$ cat config.mk
export PLATFORM = sky130hd
export DESIGN_NAME = alu_seq_exec
export DESIGN_NICKNAME = d
export VERILOG_FILES = /design/src/rtl/alu_seq_exec.sv
export SDC_FILE = /design/constraint.sdc
export NUM_CORES = 1
export LEC_CHECK = 0
export BUFFER_PORTS_ARGS = -buffer_cell sky130_fd_sc_hd__buf_2
export CAP_MARGIN = 20
export CORE_MARGIN = 2
export CORE_UTILIZATION = 45
export CTS_BUF_LIST = sky130_fd_sc_hd__clkbuf_8 sky130_fd_sc_hd__clkbuf_16
export CTS_CLUSTER_SIZE = 14
export DETAILED_ROUTE_END_ITERATION = 10
export SYNTH_ARGS = -nofsm -noshare
export SYNTH_HDL_FRONTEND = slang
export SYNTH_SLANG_ARGS = --single-unit
$ cat constraint.sdc
create_clock -name clk -period 5.84 [get_ports clk]
set_clock_uncertainty 0.2 [all_clocks]
set_input_delay 0.876 -clock clk [delete_from_list [all_inputs] [get_ports clk]]
set_output_delay 0.876 -clock clk [all_outputs]
set_load 0.02 [all_outputs]
$ cat src/rtl/alu_seq_exec.sv
// alu_seq_exec: multi-cycle ALU execute unit with serial 1-bit/cycle shifter and valid/ready handshake
module alu_seq_exec #(
  parameter int WIDTH   = 32,
  parameter int SHAMT_W = 5,
  parameter int TAG_W   = 5
) (
  input  logic               clk,
  input  logic               rst,
  input  logic               in_valid,
  output logic               in_ready,
  input  logic [3:0]         alu_ctrl,
  input  logic [WIDTH-1:0]   op_a,
  input  logic [WIDTH-1:0]   op_b,
  input  logic [TAG_W-1:0]   in_tag,
  output logic               out_valid,
  input  logic               out_ready,
  output logic [WIDTH-1:0]   result,
  output logic               zero,
  output logic [TAG_W-1:0]   out_tag
);
  typedef enum logic [1:0] {IDLE, SHIFT, DONE} state_t;
  state_t state, state_nx;
  logic [WIDTH-1:0] acc, acc_sh, alu_res;
  logic [SHAMT_W-1:0] cnt;
  logic [1:0] sh_op;
  logic is_shift, accept;
  assign in_ready  = state == IDLE;
  assign out_valid = state == DONE;
  assign accept    = in_valid & in_ready;
  assign is_shift  = alu_ctrl == 4'd5 || alu_ctrl == 4'd6 || alu_ctrl == 4'd7;
  always_comb begin
    state_nx = state == IDLE  ? (in_valid ? (is_shift ? SHIFT : DONE) : IDLE) :
               state == SHIFT ? (cnt == '0 ? DONE : SHIFT) :
               (out_ready ? IDLE : DONE);
  end
  // Unlisted codes (including 1010-1111) fall through to ADD like the decoder default.
  always_comb begin
    alu_res = alu_ctrl == 4'd1 ? op_a + ~op_b + 1'b1 :
              alu_ctrl == 4'd2 ? op_a ^ op_b :
              alu_ctrl == 4'd3 ? op_a | op_b :
              alu_ctrl == 4'd4 ? op_a & op_b :
              alu_ctrl == 4'd8 ? {{(WIDTH-1){1'b0}}, $signed(op_a) < $signed(op_b)} :
              alu_ctrl == 4'd9 ? {{(WIDTH-1){1'b0}}, op_a < op_b} :
              op_a + op_b;
  end
  always_comb begin
    acc_sh = sh_op == 2'b01 ? acc << 1 :
             sh_op == 2'b10 ? acc >> 1 :
             {acc[WIDTH-1], acc[WIDTH-1:1]};
  end
  always_ff @(posedge clk) begin
    if (rst) begin
      state   <= IDLE;
      acc     <= '0;
      cnt     <= '0;
      sh_op   <= '0;
      result  <= '0;
      zero    <= 1'b1;
      out_tag <= '0;
    end else begin
      state <= state_nx;
      if (accept) begin
        out_tag <= in_tag;
        acc     <= op_a;
        cnt     <= op_b[SHAMT_W-1:0];
        sh_op   <= alu_ctrl[1:0];
        if (!is_shift) begin
          result <= alu_res;
          zero   <= alu_res == '0;
        end
      end
      if (state == SHIFT) begin
        if (cnt == '0) begin
          result <= acc;
          zero   <= acc == '0;
        end else begin
          acc <= acc_sh;
          cnt <= cnt - 1'b1;
        end
      end
    end
  end
endmodule
==> qor.txt, run 1 <==
Nets - 1714
Antenna violations before repair - 1
Slew headroom - 28.0%
Ports - 117
Max frequency - 223 MHz
Hold Slack - 0.249 ns
Final hold vios - 0
Crit share post-route - 76.9%
Clock transition at the registers of the reported paths - 0.06 ns
Flop2flop setup slack - 2.76 ns
Cts bufs inserted - 9
First-pass GRT wire length - 62.0 mm
Sink Count - 79
Routed length per instance - 22.4 um
Cells after Synth - 1476
Input/output buffers - 116
Router iterations before antenna repair - 6
Main area contributors after synthesis - dfxtp_1 16%, ha_1 13%, a21oi_1 7.2%, nand2_1 6.3%, nor2_1 5.9%
Worst Hold Launch - out_tag[2]$_SDFFE_PP0P_
Main synth FF type - dfxtp_1
DR vias - 11600
Worst R2R Path Depth - 11
P per Cell Area - 204 nW/um^2
Hold path depth - 2
Slew Viols, Final - 0
Clock tree from TritonCTS - built
Utilization after layout - 50.1%
Register area share after synthesis - 15.5%
CP bufs+invs - 3
Number of synthesized flops with an enable pin - 0
Cts hold-fix bufs - 0
Ys Warns - 0
Detailed Route Iter0 Violations - 1310
WS Path Type - in -> reg
Final setup fails - 0
Minimum clock period - 4.49 ns
Worst-Margin Slew - 1.08 ns
Syn Area/Cell - 6.90 um^2
Grt total ovfl - 0
Core ar. - 22400 um^2
Post-Syn Nets - 1659
RePlAce Congestion - 1.01
Fin cells - 1821
Starting density of the core - 45.4%
Core Rows - 55
Clk buf depth - 2
Fraction of registers with async set/reset - 0%
DRC - 0
Die boundary height - 154 um
Yosys cell types - 98
DRT Wirelength - 40.8 mm
CP arrival - 4.55 ns
Die area - 23900 um^2
Setup bufs post-CTS - 0
GR Util All Layers - 33.0%
Detail Route Antenna Nets - 0
Peak supply drop - 145 uV
Setup Total Neg Slack - 0 ns
Crit-path leading delay family - compound AO/OA/AOI/OAI gates
Crit path launch - op_a[9]
Leakage - 4.79 nW
Vias in the first global route - 10500
Hold Crit Endpoint - out_tag[2]$_SDFFE_PP0P_
Worst R2R Start - state[0]$_SDFF_PP0_
Critical Path End Type - flip-flop
Max incr delay on CP - 0.56 ns
RSZ-0062 raised after global routing - no
Yosys top cell by area - dfxtp_1
Area share of the largest cell type after synthesis - 15.5%
CP most frequent cell - inv_1
Diode count - 0
Share of layout cells above drive strength 1 - 13.2%
Nature of the critical path startpoint - input pin
DP Wirelength - 31.0 mm
Worst hold path class - reg -> reg
CTS resizes - 0
Synthesized flop and latch total - 79
Root buffer cell - clkbuf_16
Worst EP required - 5.89 ns
Outcome - finished, final reports clean
H-tree depth - 3
Crit-path cells - buf_2, inv_1, ha_1, inv_1, a21oi_1, o31ai_1, a211o_2, a2111oi_2, or3_1, a221o_1, a21oi_2, and4_1, nand4_1, o31ai_2
Largest net degree at the start of global routing - 63
Later-pin clock latency in the skew report - 0.34 ns
Die Wd - 154 um
RR Endpoint - zero$_SDFF_PP1_
Synthesized cell area - 10200 um^2
Slowest CP cell - o31ai_1
Most common cell after layout, fill and taps aside - nand2_1
Routed vias/inst - 6.36
Total of max-cap violations - 0
Area Overhead vs Synth - 10.4%
Crit-path max FO - 13
Placed insts - 1804
Commonest cells after routing, fill and taps aside - 170 x nand2_1, 157 x nor2_1, 147 x a21oi_1
## worst min-delay path, cell delays in order, from the launching register on
cell and delay (ns):
dfxtp_1 0.30, nand2_1 0.05, a21oi_1 0.05
## routing by layer
metal | global-route usage [%] | wire, um | vias up | share of wire, %
li1 | - | - | 5480 | -
met1 | 46.0 | 18000 | 5417 | 44
met2 | 51.2 | 17800 | 580 | 44
met3 | 5.86 | 3620 | 94 | 8.9
met4 | 11.8 | 1350 | 2 | 3.3
met5 | 0 | 13 | - | 0.032
## Yosys cell counts (6+ instances only)
cell,n
o21ai_0,67
a221o_1,8
clkbuf_1,54
ha_1,104
a21o_1,13
inv_1,110
nor2b_1,46
xnor2_1,9
o211ai_1,22
or3_1,16
a21oi_1,147
nand3_1,23
and2_1,9
o31ai_1,13
nand2b_1,19
nor2_1,159
a221oi_1,8
and3_1,6
a311oi_1,38
nor4_1,20
o211a_1,6
o21bai_1,8
o221ai_1,7
nor3b_1,8
o21ai_1,10
nand4_1,11
buf_2,27
a31oi_1,12
o2111ai_1,7
dfxtp_1,79
a211oi_1,61
buf_1,6
nand2_1,171
o22ai_1,12
nor3_1,33
## power breakdown
part           switching (mW)  internal, mW
clock network           0.226         0.371
logic                   0.694         0.362
registers              0.0511         0.592
## stage by stage
step / cell area, um^2 / setup slack (ns) / power, mW
after floorplan: 10200 / 1.99 / 1.34
after global placement: 10900 / 1.20 / 1.68
after detailed placement: 10900 / 1.10 / 1.67
after CTS: 11200 / 1.42 / 2.27
after global routing: 11200 / 1.16 / 2.42
final: 11200 / 1.35 / 2.30
## final cells by class
type / instances / area, um^2
Clock buffer: 9 / 225
Clock inverter: 7 / 88.8
Fill cell: 2305 / 11200
Inverter: 114 / 428
Multi-Input combinational cell: 1188 / 7800
Sequential cell: 79 / 1580
Tap cell: 285 / 357
Timing Repair Buffer: 139 / 773
## cell families after synthesis
| family | share of synthesized area (%) |
|---|---|
| AND/OR/NAND/NOR | 26.2 |
| AO/OA/AOI/OAI | 35.2 |
| flip-flops | 15.5 |
| adder cells (fa/ha/maj) | 13.2 |
| buffers and inverters | 8.47 |
| multiplexers | 0.319 |
| XOR/XNOR | 1.20 |
## worst max-delay path by stage
stage | slack (ns) | cells after the start | to
global route | 1.16 | 15 | zero$_SDFF_PP1_
finish | 1.35 | 14 | zero$_SDFF_PP1_
detailed placement | 1.10 | 15 | zero$_SDFF_PP1_
global placement | 1.20 | 14 | zero$_SDFF_PP1_
CTS | 1.42 | 15 | zero$_SDFF_PP1_
floorplan | 1.99 | 14 | zero$_SDFF_PP1_
## registers in the layout, indices dropped and copies added, names as in the netlist
signal	cells
acc	32
cnt	5
out_tag	5
result	32
sh_op	2
state	2
zero	1
Note: power is estimated with default switching activity, not from simulation.
==> run 2: changes to the inputs <==
- PLACE_DENSITY: not set -> 0.67
- clock period: 5.84 -> 4.1 ns (I/O delays scaled with it)
==> run 2 against run 1 <==
Sequential share of layout area fell by 1.3 points; setup slack worse by 1.2 ns; non-clock buffer count is 145 higher; via count grew 5.7%; critical path type unchanged; power increased by 47%; flip-flop and latch count is the same.
==> qor.txt, run 2 (same netlist as run 1, synthesis figures left out) <==
Worst R2R Path Depth - 8
GR peak layer - met2
Outcome - finished, final reports clean
Total of max-cap violations - 0
Ports - 117
Later-pin clock latency in the skew report - 0.33 ns
Hold path depth - 2
DRC - 0
Die area - 23900 um^2
Final setup fails - 0
Fin cells - 1964
WS Path Type - in -> reg
Root buffer cell - clkbuf_16
Detail Route Antenna Nets - 0
Dpl cell area - 12000 um^2
Worst hold path class - reg -> reg
Hold Slack - 0.252 ns
Share of layout cells above drive strength 1 - 21.1%
Core Rows - 55
Minimum clock period - 3.91 ns
Worst-Margin Slew - 0.877 ns
Leakage - 5.48 nW
Largest net degree at the start of global routing - 63
Area Overhead vs Synth - 21.5%
Clk pwr share - 21.9%
Crit share post-route - 95.4%
Total power - 3.37 mW
Sw Share - 41.8%
CP most frequent cell - buf_4
Crit-path max FO - 4
RePlAce Congestion - 1.01
Core ar. - 22400 um^2
Die boundary height - 154 um
DP Wirelength - 33.2 mm
DRT Wirelength - 41.6 mm
Max frequency - 256 MHz
Diode count - 0
Cell-internal power - 1.96 mW
Met2 Usage GRT - 53.6%
Input/output buffers - 116
Vias in the first global route - 11400
CP arrival - 3.96 ns
Die Wd - 154 um
Most common cell after layout, fill and taps aside - nand2_1
Cts bufs inserted - 9
Sink Count - 79
Max incr delay on CP - 0.45 ns
GR met1 Demand/Resource - 45.9%
Peak supply drop - 231 uV
Slew Viols, Final - 0
Clk buf depth - 2
GR Util All Layers - 33.7%
Final hold vios - 0
Detailed Route Iter0 Violations - 1229
Sequential Power Share - 27.1%
Slew headroom - 41.3%
Commonest cells after routing, fill and taps aside - 170 x nand2_1, 163 x buf_4, 157 x nor2_1
Slowest CP cell - a311oi_2
Nets - 1859
Starting density of the core - 45.4%
Placed insts - 1949
Non-Filler Cell Area, Final - 12400 um^2
Router iterations before antenna repair - 5
First-pass GRT wire length - 63.7 mm
Net Sw Power - 1.41 mW
H-tree depth - 3
DR vias - 12200
Critical Path End Type - flip-flop
Clock transition at the registers of the reported paths - 0.06 ns
Routed length per instance - 21.2 um
Nature of the critical path startpoint - input pin
P per Cell Area - 272 nW/um^2
Met3 Resource Use GR - 5.13%
Clock tree from TritonCTS - built
Routed vias/inst - 6.23
Top flop regs - acc x32, result x32
Crit-path cells - buf_2, inv_1, ha_1, a211oi_1, buf_4, nor2_1, buf_4, o21ai_4, xnor2_1, a221o_1, a311oi_2, o211ai_1, nor4_1, and4_1, nand4_1, o31ai_2
Part of the power in combinational logic - 51.0%
Worst EP required - 4.15 ns
Grt total ovfl - 0
Antenna violations before repair - 0
-- run 2: repair_timing --
item	4_1_cts	5_1_grt
hold endpoints to repair	0	0
setup endpoints to repair	0	1
gates resized for setup	0	8
hold buffers	0	0
setup buffers	0	0
-- run 2: area by class of cell --
cell class / count / area, um^2
Multi-Input combinational cell: 1188 / 7830
Sequential cell: 79 / 1580
Inverter: 114 / 428
Clock inverter: 3 / 20.0
Fill cell: 2274 / 10100
Tap cell: 285 / 357
Clock buffer: 11 / 253
Timing Repair Buffer: 284 / 1900
-- run 2: critical path: cells and delay by family --
kind | cells | cell delay, ns
xor+xnor | 1 | 0.10
buf+inv | 4 | 0.55
fa+ha+maj | 1 | 0.33
simple gates | 4 | 0.67
compound gates | 6 | 1.68
-- run 2: power groups by stage --
| stage | combinational [mW] | clock, mW | sequential, mW |
|---|---|---|---|
| after floorplan | 0.958 | 0 | 0.957 |
| after global placement | 1.65 | 0 | 0.925 |
| after detailed placement | 1.66 | 0 | 0.926 |
| after CTS | 1.67 | 0.742 | 0.911 |
| after global routing | 1.85 | 0.778 | 0.921 |
| final | 1.72 | 0.739 | 0.913 |
-- run 2: worst paths after layout --
path                        endpoint               startpoint  slack, ns
min reg2reg  out_tag[3]$_SDFFE_PP0P_  out_tag[3]$_SDFFE_PP0P_       0.25
max                  zero$_SDFF_PP1_                  op_b[1]       0.19
min          out_tag[3]$_SDFFE_PP0P_  out_tag[3]$_SDFFE_PP0P_       0.25
max reg2reg       acc[19]$_SDFF_PP0_        cnt[0]$_SDFF_PP0_       1.28
-- run 2: stage by stage --
| step | setup WS (ns) | TNS [ns] | util [%] |
|---|---|---|---|
| after floorplan | 0.511 | 0 | - |
| after global placement | -0.0635 | -0.0635 | 53.7 |
| after detailed placement | -0.168 | -0.217 | 53.7 |
| after CTS | 0.152 | 0 | 54.9 |
| after global routing | -0.0190 | -0.0190 | 55.2 |
| final | 0.188 | 0 | 55.2 |
-- run 2: routing by layer --
metal / vias up / routed length, um
li1: 5771 / -
met1: 5708 / 17800
met2: 642 / 18300
met3: 107 / 3950
met4: 0 / 1530
met5: - / 0
==> run 3: changes to the inputs <==
- RECOVER_POWER: not set -> 100
==> run 3 against run 2 <==
Flip-flop and latch count unchanged; the run now ends with capacitance limit, slew limit left; final cell count hardly changed; utilization decreased by 0.36 points.
==> qor.txt, run 3 (same netlist as run 1, synthesis figures left out) <==
Outcome - finished, violations left
Failing checks - capacitance limit, slew limit
Leakage - 5.31 nW
Clock tree from TritonCTS - built
Worst-Margin Slew - 1.55 ns
Routed length per instance - 21.3 um
DRT Wirelength - 41.8 mm
RePlAce Congestion - 1.01
Router iterations before antenna repair - 6
Utilization after layout - 54.8%
Vias in the first global route - 11400
Minimum clock period - 3.95 ns
Fillers - 2305
DR vias - 12300
P per Cell Area - 273 nW/um^2
Total of max-cap violations - 1
Core Rows - 55
Die boundary height - 154 um
Grt total ovfl - 0
Starting density of the core - 45.4%
Most common cell after layout, fill and taps aside - nand2_1
WS Path Type - in -> reg
Crit share post-route - 96.3%
First-pass GRT wire length - 63.7 mm
Largest net degree at the start of global routing - 63
CP arrival - 4.00 ns
Detail Route Antenna Nets - 0
Critical Path End Type - flip-flop
Core ar. - 22400 um^2
Die area - 23900 um^2
Cts hold-fix bufs - 0
Crit-path max FO - 5
Footprint of the multi-input gates - 7810 um^2
Slew headroom - -3.73%
Die Wd - 154 um
Top flop regs - acc x32, result x32
Detailed Route Iter0 Violations - 1183
Cts bufs inserted - 9
Root buffer cell - clkbuf_16
Later-pin clock latency in the skew report - 0.34 ns
Clock transition at the registers of the reported paths - 0.06 ns
Share of layout cells above drive strength 1 - 18.2%
Nature of the critical path startpoint - input pin
Input/output buffers - 116
Final setup fails - 0
Final hold vios - 0
GR Util All Layers - 33.7%
Worst EP required - 4.15 ns
DP Wirelength - 33.2 mm
Dpl cell area - 12000 um^2
Slew Viols, Final - 46
DRC - 0
Commonest cells after routing, fill and taps aside - 171 x nand2_1, 158 x nor2_1, 156 x buf_4
Max frequency - 253 MHz
H-tree depth - 3
Routed vias/inst - 6.24
Peak supply drop - 233 uV
Non-Filler Cell Area, Final - 12300 um^2
Clk buf depth - 2
Reg area - 1580 um^2
Sink Count - 79
Nets - 1859
Worst hold path class - reg -> reg
Ports - 117
Area Overhead vs Synth - 20.7%
Antenna violations before repair - 0
## run 3: cell types whose count changed in the layout (fill, tap and decap cells not counted), moves of 3 or more
cell,previous run,this run
o21ai_1,11,6
clkbuf_4,0,3
buf_2,116,76
clkbuf_1,0,43
o21ai_0,66,71
buf_4,163,156
## run 3: path summary, 6_finish.rpt
check | start | endpoint | slack (ns) | cells past startpoint
hold reg to reg | out_tag[4]$_SDFFE_PP0P_ | out_tag[4]$_SDFFE_PP0P_ | 0.25 | 2
hold / removal | out_tag[4]$_SDFFE_PP0P_ | out_tag[4]$_SDFFE_PP0P_ | 0.25 | 2
setup / recovery | op_b[1] | zero$_SDFF_PP1_ | 0.15 | 16
setup reg to reg | cnt[0]$_SDFF_PP0_ | acc[19]$_SDFF_PP0_ | 0.37 | 8
## run 3: repair_timing
item	CTS	global route
resized for setup	0	8
buffers inserted	0	0
endpoints found under the setup margin	0	1
## run 3: worst max-delay path, cell delays in order
cell and delay (ns):
buf_2 0.12, inv_1 0.08, ha_1 0.35, o21bai_1 0.13, o211ai_1 0.38, a21oi_1 0.14
buf_4 0.19, o21ai_1 0.37, and2_1 0.25, buf_4 0.12, o221a_1 0.33, o211ai_1 0.16
nor4_1 0.20, and4_1 0.28, nand4_1 0.11, o31ai_2 0.18
## run 3: report_power, final
group          switching (mW)  internal (mW)
Combinational            1.03          0.664
Clock                   0.306          0.435
Sequential             0.0706          0.844
## run 3: per-stage QoR
| step | total power [mW] | cells | hold slack (ns) | worst slack [ns] | setup TNS, ns |
|---|---|---|---|---|---|
| 2_1_floorplan | 1.91 | 1476 | 0.236 | 0.511 | 0 |
| 3_3_place_gp | 2.57 | 1949 | 0.238 | -0.0635 | -0.0635 |
| 3_5_place_dp | 2.58 | 1949 | 0.244 | -0.168 | -0.217 |
| 4_1_cts | 3.32 | 1963 | 0.253 | 0.152 | 0 |
| 5_1_grt | 3.52 | 1964 | 0.275 | -0.0137 | -0.0137 |
| 6_report | 3.35 | 1965 | 0.255 | 0.151 | 0 |
## run 3: area by class of cell
cell class | count | area share [%]
Clock buffer | 11 | 2.06
Multi-Input combinational cell | 1188 | 63.5
Tap cell | 285 | 2.90
Antenna cell | 1 | 0.0204
Timing Repair Buffer | 284 | 15.0
Clock inverter | 3 | 0.163
Sequential cell | 79 | 12.9
Inverter | 114 | 3.48
## run 3: layer usage
layer	vias up	routed length (um)	track usage, %	share of wire (%)
met5	-	0	0	0
met1	5730	18100	45.9	43
met4	0	1580	12.8	3.8
li1	5774	-	-	-
met2	636	18300	53.6	44
met3	112	3810	5.13	9.1
